File: src/rtl/mips_pipe_if.sv
// Handshake bus between two adjacent MIPS pipeline stages.
// valid : producer holds an instruction
// ready : consumer can take it this edge
// ctrl  : control-signal bundle (CTRL_W bits)
// data  : data bundle: PC, operands, immediates, register addresses (DATA_W bits)
interface mips_pipe_if #(
   parameter int CTRL_W = 18,
   parameter int DATA_W = 64
);
   logic              valid;
   logic              ready;
   logic [CTRL_W-1:0] ctrl;
   logic [DATA_W-1:0] data;

   modport master (output valid, output ctrl, output data, input ready);
   modport slave  (input valid, input ctrl, input data, output ready);
endinterface

File: src/rtl/mips_pipe_stage.sv
// Parametrised inter-stage pipeline register with a 2-entry skid buffer.
// clk, reset : clock, synchronous active-high reset
// flush      : drop every held instruction (branch/jump resolution)
// in_bus     : upstream handshake (slave); in_bus.ready is a pure register
// out_bus    : downstream handshake (master); ctrl is CTRL_NOP when not valid
// occupancy  : number of held entries, 0..2
//
// state    | meaning
// ST_EMPTY | nothing held, bubble on out_*
// ST_ONE   | main register holds the oldest instruction
// ST_FULL  | main and skid both hold instructions, upstream is stalled
module mips_pipe_stage #(
   parameter int                CTRL_W   = 18,
   parameter int                DATA_W   = 64,
   parameter logic [CTRL_W-1:0] CTRL_NOP = '0
) (
   input  logic        clk,
   input  logic        reset,
   input  logic        flush,
   mips_pipe_if.slave  in_bus,
   mips_pipe_if.master out_bus,
   output logic [1:0]  occupancy
);

   localparam logic [1:0] ST_EMPTY = 2'd0;
   localparam logic [1:0] ST_ONE   = 2'd1;
   localparam logic [1:0] ST_FULL  = 2'd2;

   logic [1:0]        state;
   logic [1:0]        state_nxt;
   logic              valid_q;
   logic              ready_q;
   logic [CTRL_W-1:0] main_ctrl;
   logic [DATA_W-1:0] main_data;
   logic [CTRL_W-1:0] skid_ctrl;
   logic [DATA_W-1:0] skid_data;

   logic in_xfer;
   logic out_xfer;
   logic load_main_in;
   logic load_main_skid;
   logic load_skid;
   logic clear_ctrl;

   assign in_xfer  = in_bus.valid & ready_q;
   assign out_xfer = valid_q & out_bus.ready;

   always_comb begin
      state_nxt      = state;
      load_main_in   = 1'b0;
      load_main_skid = 1'b0;
      load_skid      = 1'b0;
      clear_ctrl     = 1'b0;
      if (flush) begin
         // any output transfer this edge has already completed downstream
         state_nxt  = ST_EMPTY;
         clear_ctrl = 1'b1;
      end else begin
         case (state)
            ST_EMPTY: begin
               if (in_xfer) begin
                  load_main_in = 1'b1;
                  state_nxt    = ST_ONE;
               end
            end
            ST_ONE: begin
               if (in_xfer && out_xfer) begin
                  load_main_in = 1'b1;
               end else if (out_xfer) begin
                  state_nxt  = ST_EMPTY;
                  clear_ctrl = 1'b1;
               end else if (in_xfer) begin
                  // stall arrived too late for upstream: park the in-flight one
                  load_skid = 1'b1;
                  state_nxt = ST_FULL;
               end
            end
            ST_FULL: begin
               if (out_xfer) begin
                  load_main_skid = 1'b1;
                  state_nxt      = ST_ONE;
               end
            end
            default: begin
               state_nxt  = ST_EMPTY;
               clear_ctrl = 1'b1;
            end
         endcase
      end
   end

   always_ff @(posedge clk) begin
      if (reset) begin
         state     <= ST_EMPTY;
         valid_q   <= 1'b0;
         ready_q   <= 1'b1;
         main_ctrl <= CTRL_NOP;
         main_data <= '0;
         skid_ctrl <= '0;
         skid_data <= '0;
      end else begin
         state   <= state_nxt;
         valid_q <= (state_nxt != ST_EMPTY);
         ready_q <= (state_nxt != ST_FULL);

         // bubble is forced on the register side so out_ctrl has no comb path
         if (load_main_in) begin
            main_ctrl <= in_bus.ctrl;
         end else if (load_main_skid) begin
            main_ctrl <= skid_ctrl;
         end else if (clear_ctrl) begin
            main_ctrl <= CTRL_NOP;
         end

         // data is don't-care while empty, so it is left untouched on a bubble
         if (load_main_in) begin
            main_data <= in_bus.data;
         end else if (load_main_skid) begin
            main_data <= skid_data;
         end

         if (load_skid) begin
            skid_ctrl <= in_bus.ctrl;
            skid_data <= in_bus.data;
         end
      end
   end

   assign out_bus.valid = valid_q;
   assign out_bus.ctrl  = main_ctrl;
   assign out_bus.data  = main_data;
   assign in_bus.ready  = ready_q;
   assign occupancy     = state;

endmodule

File: src/flat_wrapper.sv
// flat-port wrapper written by rule: the top's interface ports become plain ports
module mips_pipe_stage_flat 
#(
   parameter int                CTRL_W   = 18,
   parameter int                DATA_W   = 64,
   parameter logic [CTRL_W-1:0] CTRL_NOP = '0
)
  (clk, reset, flush, occupancy, in_bus_valid, in_bus_ctrl, in_bus_data, in_bus_ready, out_bus_valid, out_bus_ctrl, out_bus_data, out_bus_ready);
  mips_pipe_if #(.CTRL_W(CTRL_W), .DATA_W(DATA_W)) in_bus_i ();
  mips_pipe_if #(.CTRL_W(CTRL_W), .DATA_W(DATA_W)) out_bus_i ();
  input  logic clk;
  input  logic reset;
  input  logic flush;
  output logic [1:0] occupancy;
  input wire logic [$bits(in_bus_i.valid)-1:0] in_bus_valid;
  input wire logic [$bits(in_bus_i.ctrl)-1:0] in_bus_ctrl;
  input wire logic [$bits(in_bus_i.data)-1:0] in_bus_data;
  output wire logic [$bits(in_bus_i.ready)-1:0] in_bus_ready;
  output wire logic [$bits(out_bus_i.valid)-1:0] out_bus_valid;
  output wire logic [$bits(out_bus_i.ctrl)-1:0] out_bus_ctrl;
  output wire logic [$bits(out_bus_i.data)-1:0] out_bus_data;
  input wire logic [$bits(out_bus_i.ready)-1:0] out_bus_ready;
  assign in_bus_i.valid = in_bus_valid;
  assign in_bus_i.ctrl = in_bus_ctrl;
  assign in_bus_i.data = in_bus_data;
  assign in_bus_ready = in_bus_i.ready;
  assign out_bus_valid = out_bus_i.valid;
  assign out_bus_ctrl = out_bus_i.ctrl;
  assign out_bus_data = out_bus_i.data;
  assign out_bus_i.ready = out_bus_ready;
  mips_pipe_stage #(.CTRL_W(CTRL_W), .DATA_W(DATA_W), .CTRL_NOP(CTRL_NOP)) u_core (.clk(clk), .reset(reset), .flush(flush), .in_bus(in_bus_i), .out_bus(out_bus_i), .occupancy(occupancy));
endmodule
File: config.mk
export PLATFORM = sky130hd
export DESIGN_NAME = mips_pipe_stage_flat
export DESIGN_NICKNAME = d
export VERILOG_FILES = /design/src/rtl/mips_pipe_if.sv /design/src/rtl/mips_pipe_stage.sv /design/src/flat_wrapper.sv
export SDC_FILE = /design/constraint.sdc
export NUM_CORES = 1
export LEC_CHECK = 0
export ABC_AREA = 1
export BUFFER_PORTS_ARGS = -buffer_cell sky130_fd_sc_hd__buf_2
export CAP_MARGIN = 20
export CORE_MARGIN = 4
export CORE_UTILIZATION = 45
export DETAILED_ROUTE_END_ITERATION = 8
export PLACE_DENSITY_LB_ADDON = 0.15
export SLEW_MARGIN = 20
export SYNTH_ARGS = -nofsm -noshare
export SYNTH_HDL_FRONTEND = slang
export SYNTH_SLANG_ARGS = --single-unit
File: constraint.sdc
create_clock -name clk -period 1.3 [get_ports clk]
set_input_delay 0.13 -clock clk [delete_from_list [all_inputs] [get_ports clk]]
set_output_delay 0.13 -clock clk [all_outputs]
set_load 0.05 [all_outputs]
Word-level counts from Yosys, hierarchy flattened --
Index checks and enable logic that the tools add are counted.
Word-level totals: output and inout bits 86, word-level logic and storage cells 44, flip-flop bits (word level) 168, input port bits 87
Operators by class: equal/unequal tests 3, reductions and logical operators 6, multiplexer cells 26, bitwise gates (word level) 2
Operator list (count):
- 64-bit 2-to-1 mux | 2
- 18-bit 2-to-1 mux | 3
- 1-bit 2-to-1 mux | 12
- 2-bit 2-to-1 mux | 6
- 2-bit case mux with 3 select lines | 1
- 1-bit case mux with 2 select lines | 2
- 2-bit nonzero test | 2
- 3-bit nonzero test | 1
- 1-bit AND | 2
- 2-bit by 1-bit == test with 1-bit output (second input constant) | 1
- 2-bit == test (second input constant) | 1
- 2-bit logical NOT | 1
- 2-bit != test (second input constant) | 1
- 2-bit OR reduction | 1
- 1-bit logical AND | 1

Logic depth before layout (Yosys ltp) --
depth after elaboration 8, mapped depth 9, mapped depth without buffers 8

Worst setup path after synthesis --
Ideal clock, no wire load.
kind register to register, from register u_core.state[0], in the netlist u_core.occupancy[0], to register u_core.main_ctrl[10], in the netlist u_core.out_bus.ctrl[10], period minus slack after synthesis 1.734 ns, data required time 1.187 ns, setup time 0.113 ns, path buffers 1, data arrival time 1.621 ns, setup slack -0.434 ns, stages on the path, launching flop included 9, cell sequence dfxtp_1 > nand2_2 > nand3_2 > nand2_1 > nor2_1 > buf_2 > nand2_1 > nand2_1 > nor2_1
On the way: word-level cells in the longest chain between the ends 5, elaborated cells on any way between the ends 13, classes of those cells eq/ne: 2; mux: 8; reduce/logical: 3
RTL lines:
- start: declaration | RTL line mips_pipe_stage.sv:29 | logic [1:0] state;
- start signal: assignment | RTL line mips_pipe_stage.sv:102 | state <= state_nxt;
- 2-bit == test / 2-bit logical NOT (equally long branches) | RTL line mips_pipe_stage.sv:59 | case (state)
- 2-bit OR reduction (no source line) / 1-bit 2-to-1 mux (equally long branches)
- 1-bit case mux with 2 select lines / 1-bit 2-to-1 mux (equally long branches) | RTL line mips_pipe_stage.sv:59, mips_pipe_stage.sv:54
- 1-bit 2-to-1 mux / 18-bit 2-to-1 mux (equally long branches) | RTL line mips_pipe_stage.sv:54, mips_pipe_stage.sv:109
- 3-bit nonzero test (no source line) / 18-bit 2-to-1 mux (equally long branches)
- end signal: assignment | RTL line mips_pipe_stage.sv:108 | main_ctrl <= in_bus.ctrl;
- end signal: assignment | RTL line mips_pipe_stage.sv:110 | main_ctrl <= skid_ctrl;
- end: declaration | RTL line mips_pipe_stage.sv:33 | logic [CTRL_W-1:0] main_ctrl;
Several ways; a longest one is shown, not always the timed one. A chain may end at the register's enable or synchronous reset.

Worst setup path after layout --
from register u_core.state[1], in the netlist u_core.occupancy[1], to register u_core.main_data[30], in the netlist u_core.out_bus.data[30]
On the way: word-level cells in the longest chain between the ends 4, elaborated cells on any way between the ends 9, classes of those cells eq/ne: 2; mux: 5; reduce/logical: 2
RTL lines:
- 2-bit by 1-bit == test with 1-bit output, or another cell as far along | RTL line mips_pipe_stage.sv:59
- 1-bit case mux with 2 select lines / 1-bit 2-to-1 mux (equally long branches) | RTL line mips_pipe_stage.sv:59
- 1-bit 2-to-1 mux | RTL line mips_pipe_stage.sv:54 | if (flush) begin
- 64-bit 2-to-1 mux / 2-bit nonzero test (equally long branches)
- end signal: assignment | RTL line mips_pipe_stage.sv:117 | main_data <= in_bus.data;
- end signal: assignment | RTL line mips_pipe_stage.sv:119 | main_data <= skid_data;
- end: declaration | RTL line mips_pipe_stage.sv:34 | logic [DATA_W-1:0] main_data;
Several ways; a longest one is shown, not always the timed one.

==> qor.yml <==
place:
  dp_hpwl_um: 12100
  port_buffers: 172
  detailed_place.area_mm2: 0.00860
  gpl.final_weighted_congestion: 0.786
  placed_cells: 1313
logic_synthesis:
  top_cell_type_s_share_of_synthesized_area: 0.475
  netlist_instances: 957
  avgSynthCellArea_um2: 7.39
  synthTopCellsByCount: "sky130_fd_sc_hd__dfxtp_1, sky130_fd_sc_hd__a21oi_1, sky130_fd_sc_hd__o21ai_1"
  ys_types: 23
  synth-seq-area-share: 0.475
  postSynthNetCount: 1044
  yosys_most_used_dff: "sky130_fd_sc_hd__dfxtp_1"
  synth-seq-cells: 168
  post-synth-top-count-cell: "sky130_fd_sc_hd__dfxtp_1"
  synthArstFlopShare: 0
  synth-edff-count: 0
  post_synth_instance_area_mm2: 0.00707
  yosysWarnings: 0
  yosysTopAreaCell: "sky130_fd_sc_hd__dfxtp_1"
  synthTopCellsByArea: "sky130_fd_sc_hd__dfxtp_1, sky130_fd_sc_hd__a21oi_1, sky130_fd_sc_hd__o21ai_1, sky130_fd_sc_hd__nand3_1, sky130_fd_sc_hd__nand2_1"
final_layout:
  post_layout_nonfiller_instances: 1450
  final.fill_count: 1233
  post_layout_net_count: 1312
  area_growth_pct: 53.3
  utilization: 0.708
  finalInstanceArea_mm2: 0.0108
  final_layout_size_suffix_gt1_frac: 0.383
job:
  cap_viol_max_count: 0
floorplan:
  die_x_um: 133
  core_mm2: 0.0153
  fp-row-count: 45
  die_height_um: 133
  die-area_mm2: 0.0178
  floorplan.io_pins: 173
  effective_utilization_at_floorplan: 0.462
timing:
  fin_crit_sh: 1.05
  clock_period_minus_final_worst_setup_slack_ns: 1.36
  maxClockFrequency_mhz: 733
  timing_max_transition_violations_final: 0
  timing.slew.headroom: 0.794
  finalHoldViolations: 1
  grt_setup_unrepaired: "true"
  timing.clock.skew_ns: 0.00747
  timing.hold.ws_ns: -0.000764
  setup_ws_ns: -0.0638
  setup_viol: 106
  worst_slew_pin_slew_ns: 0.306
clock_network:
  tritoncts_clock_tree: "built"
  cts_buffer_depth: 2
  clock-sinks: 168
  postCtsHoldBufs: 81
  cts.reportedPaths.clkPinSlew_ns: 0.07
  clk_latency_ns: 0.43
  ctsRootBufferMaster: "sky130_fd_sc_hd__clkbuf_16"
  cts_h_tree_depth: 4
  numCtsBuffers: 17
outcome:
  failed_checks: "hold timing, setup timing"
  outcome: "finished, violations left"
worst_setup_path:
  worst-path-max-fanout: 7
  cp.arrival_ns: 1.67
  worst_ep_required_time_ns: 1.61
  r2r_path_end: "u_core.out_bus.data[30]$_SDFFE_PP0P_"
  worstSetupEndpointType: "flop"
  setup.worst_path.start_class: "flop"
  regToRegStartpoint: "u_core.occupancy[1]$_SDFF_PP0_"
  setup.reg_to_reg.worst_slack_ns: -0.06
  criticalPathCategory: "flop to flop"
  timing.reg2reg.worst_path_depth: 8
  startpoint: "u_core.occupancy[1]$_SDFF_PP0_"
  crit_path_capture: "u_core.out_bus.data[30]$_SDFFE_PP0P_"
drt:
  route.vias.total: 7208
  drc: 0
  drt.antenna.violating_nets: 0
  drt_wl_total_um: 21200
  detail_route.vias_per_cell: 4.97
  detail_route.first_pass.iterations: 4
  detailedRoute.firstIterationViolations: 341
  post_drt_wl_per_cell_um: 14.6
pwr:
  design_power_total_uw: 13000
  p_per_area_mw_per_mm2: 1200
  p_leak_uw: 0.00482
  vdd.ir_drop.worst_uv: 923
global_route:
  globalRouteTotalUtil: 0.220
  antenna_found_initial: 1
  grt_pass1_wl_um: 32400
  globalRouteOverflowTotal: 0
  first_global_vias: 6647
  pin_count_of_the_biggest_net_entering_global_routing: 55
min_path:
  worst_hold_path_type: "input port to flop"
[kinds of logic after synthesis]
kind of cell	count (synthesis)	share of synthesized area
DFF	168	0.475
buffers and inverters	234	0.145
and+or+nand+nor	248	0.155
AOI/OAI and AO/OA	307	0.224
[power by group]
| group | switching [uW] | total [uW] | leakage (uW) | internal (uW) |
|---|---|---|---|---|
| sequential | 122 | 5470 | 0.00137 | 5340 |
| clock | 2110 | 5350 | 0.000303 | 3240 |
| combinational | 1340 | 2160 | 0.00315 | 820 |
[routing by layer]
metal / part of all wire / global-route usage / vias up
met5: 0 / 0 / -
met4: 0.025 / 0.0834 / 0
met3: 0.050 / 0.0423 / 41
met2: 0.49 / 0.361 / 213
met1: 0.43 / 0.288 / 3292
li1: - / - / 3662
[worst min path at each step]
stage	startpoint	to	slack, ns	depth (start not counted)
2_1_floorplan	flush	u_core.occupancy[1]$_SDFF_PP0_	0.21	1
3_3_place_gp	in_bus_ctrl[4]	u_core.skid_ctrl[4]$_SDFFE_PP0P_	0.37	3
3_5_place_dp	in_bus_ctrl[6]	u_core.skid_ctrl[6]$_SDFFE_PP0P_	0.38	3
4_1_cts	flush	u_core.occupancy[1]$_SDFF_PP0_	-0.01	2
5_1_grt	flush	u_core.occupancy[1]$_SDFF_PP0_	-0.003	2
6_report	flush	u_core.occupancy[1]$_SDFF_PP0_	-0.0008	2
[registers in the layout, indices dropped and copies added, names as in the netlist]
signal / cells
u_core.out_bus.data: 64
u_core.skid_ctrl: 18
u_core.in_bus.ready: 1
u_core.out_bus.ctrl: 18
u_core.skid_data: 64
u_core.occupancy: 2
u_core.out_bus.valid: 1
[per-stage QoR]
| stage | setup WS [ns] | TNS (ns) | hold WS [ns] |
|---|---|---|---|
| floorplan | -0.0454 | -4.64 | 0.208 |
| global placement | -0.0126 | -0.0226 | 0.371 |
| detailed placement | -0.0684 | -1.09 | 0.377 |
| CTS | -0.0299 | -0.512 | -0.0109 |
| global route | -0.120 | -12.65 | -0.00277 |
| finish | -0.0638 | -2.76 | -0.000764 |
[placed cells by master (no fill, tap or decap), drive strengths merged]
cell,n
bufinv,3
nor4,1
clkbuf,31
nor2,47
diode,1
dfxtp,168
buf,230
nand3,84
a21oi,147
inv,163
o21ai,159
nand4,14
nand2,101
clkinv,5
dlygate4sd3,81
nor3,1
clkinvlp,2
o21a,1
[timing repair]
action                     CTS  global route
pin swaps                   14            17
resized for setup           26           110
hold endpoints to repair    82             1
setup buffers                8             2
setup endpoints to repair  125           165
gates cloned                 3            10
[critical path: stages, from the launching register on]
cell,delay [ns]
sky130_fd_sc_hd__dfxtp_4,0.38
sky130_fd_sc_hd__inv_2,0.05
sky130_fd_sc_hd__nor2_4,0.17
sky130_fd_sc_hd__nand2_2,0.10
sky130_fd_sc_hd__nand2_4,0.13
sky130_fd_sc_hd__clkinv_8,0.11
sky130_fd_sc_hd__clkbuf_16,0.20
sky130_fd_sc_hd__nand2_4,0.07
sky130_fd_sc_hd__a21oi_2,0.04
[area by class of cell]
class / count / area [um2] / share of cell area
Sequential cell: 168 / 3380 / 0.312
Multi-Input combinational cell: 555 / 3200 / 0.295
Timing Repair Buffer: 320 / 2750 / 0.254
Inverter: 163 / 627 / 0.0578
Clock buffer: 22 / 484 / 0.0447
Tap cell: 211 / 264 / 0.0243
Clock inverter: 10 / 141 / 0.0130
Antenna cell: 1 / 2.50 / 0.000231
Note: power is estimated with default switching activity, not from simulation.
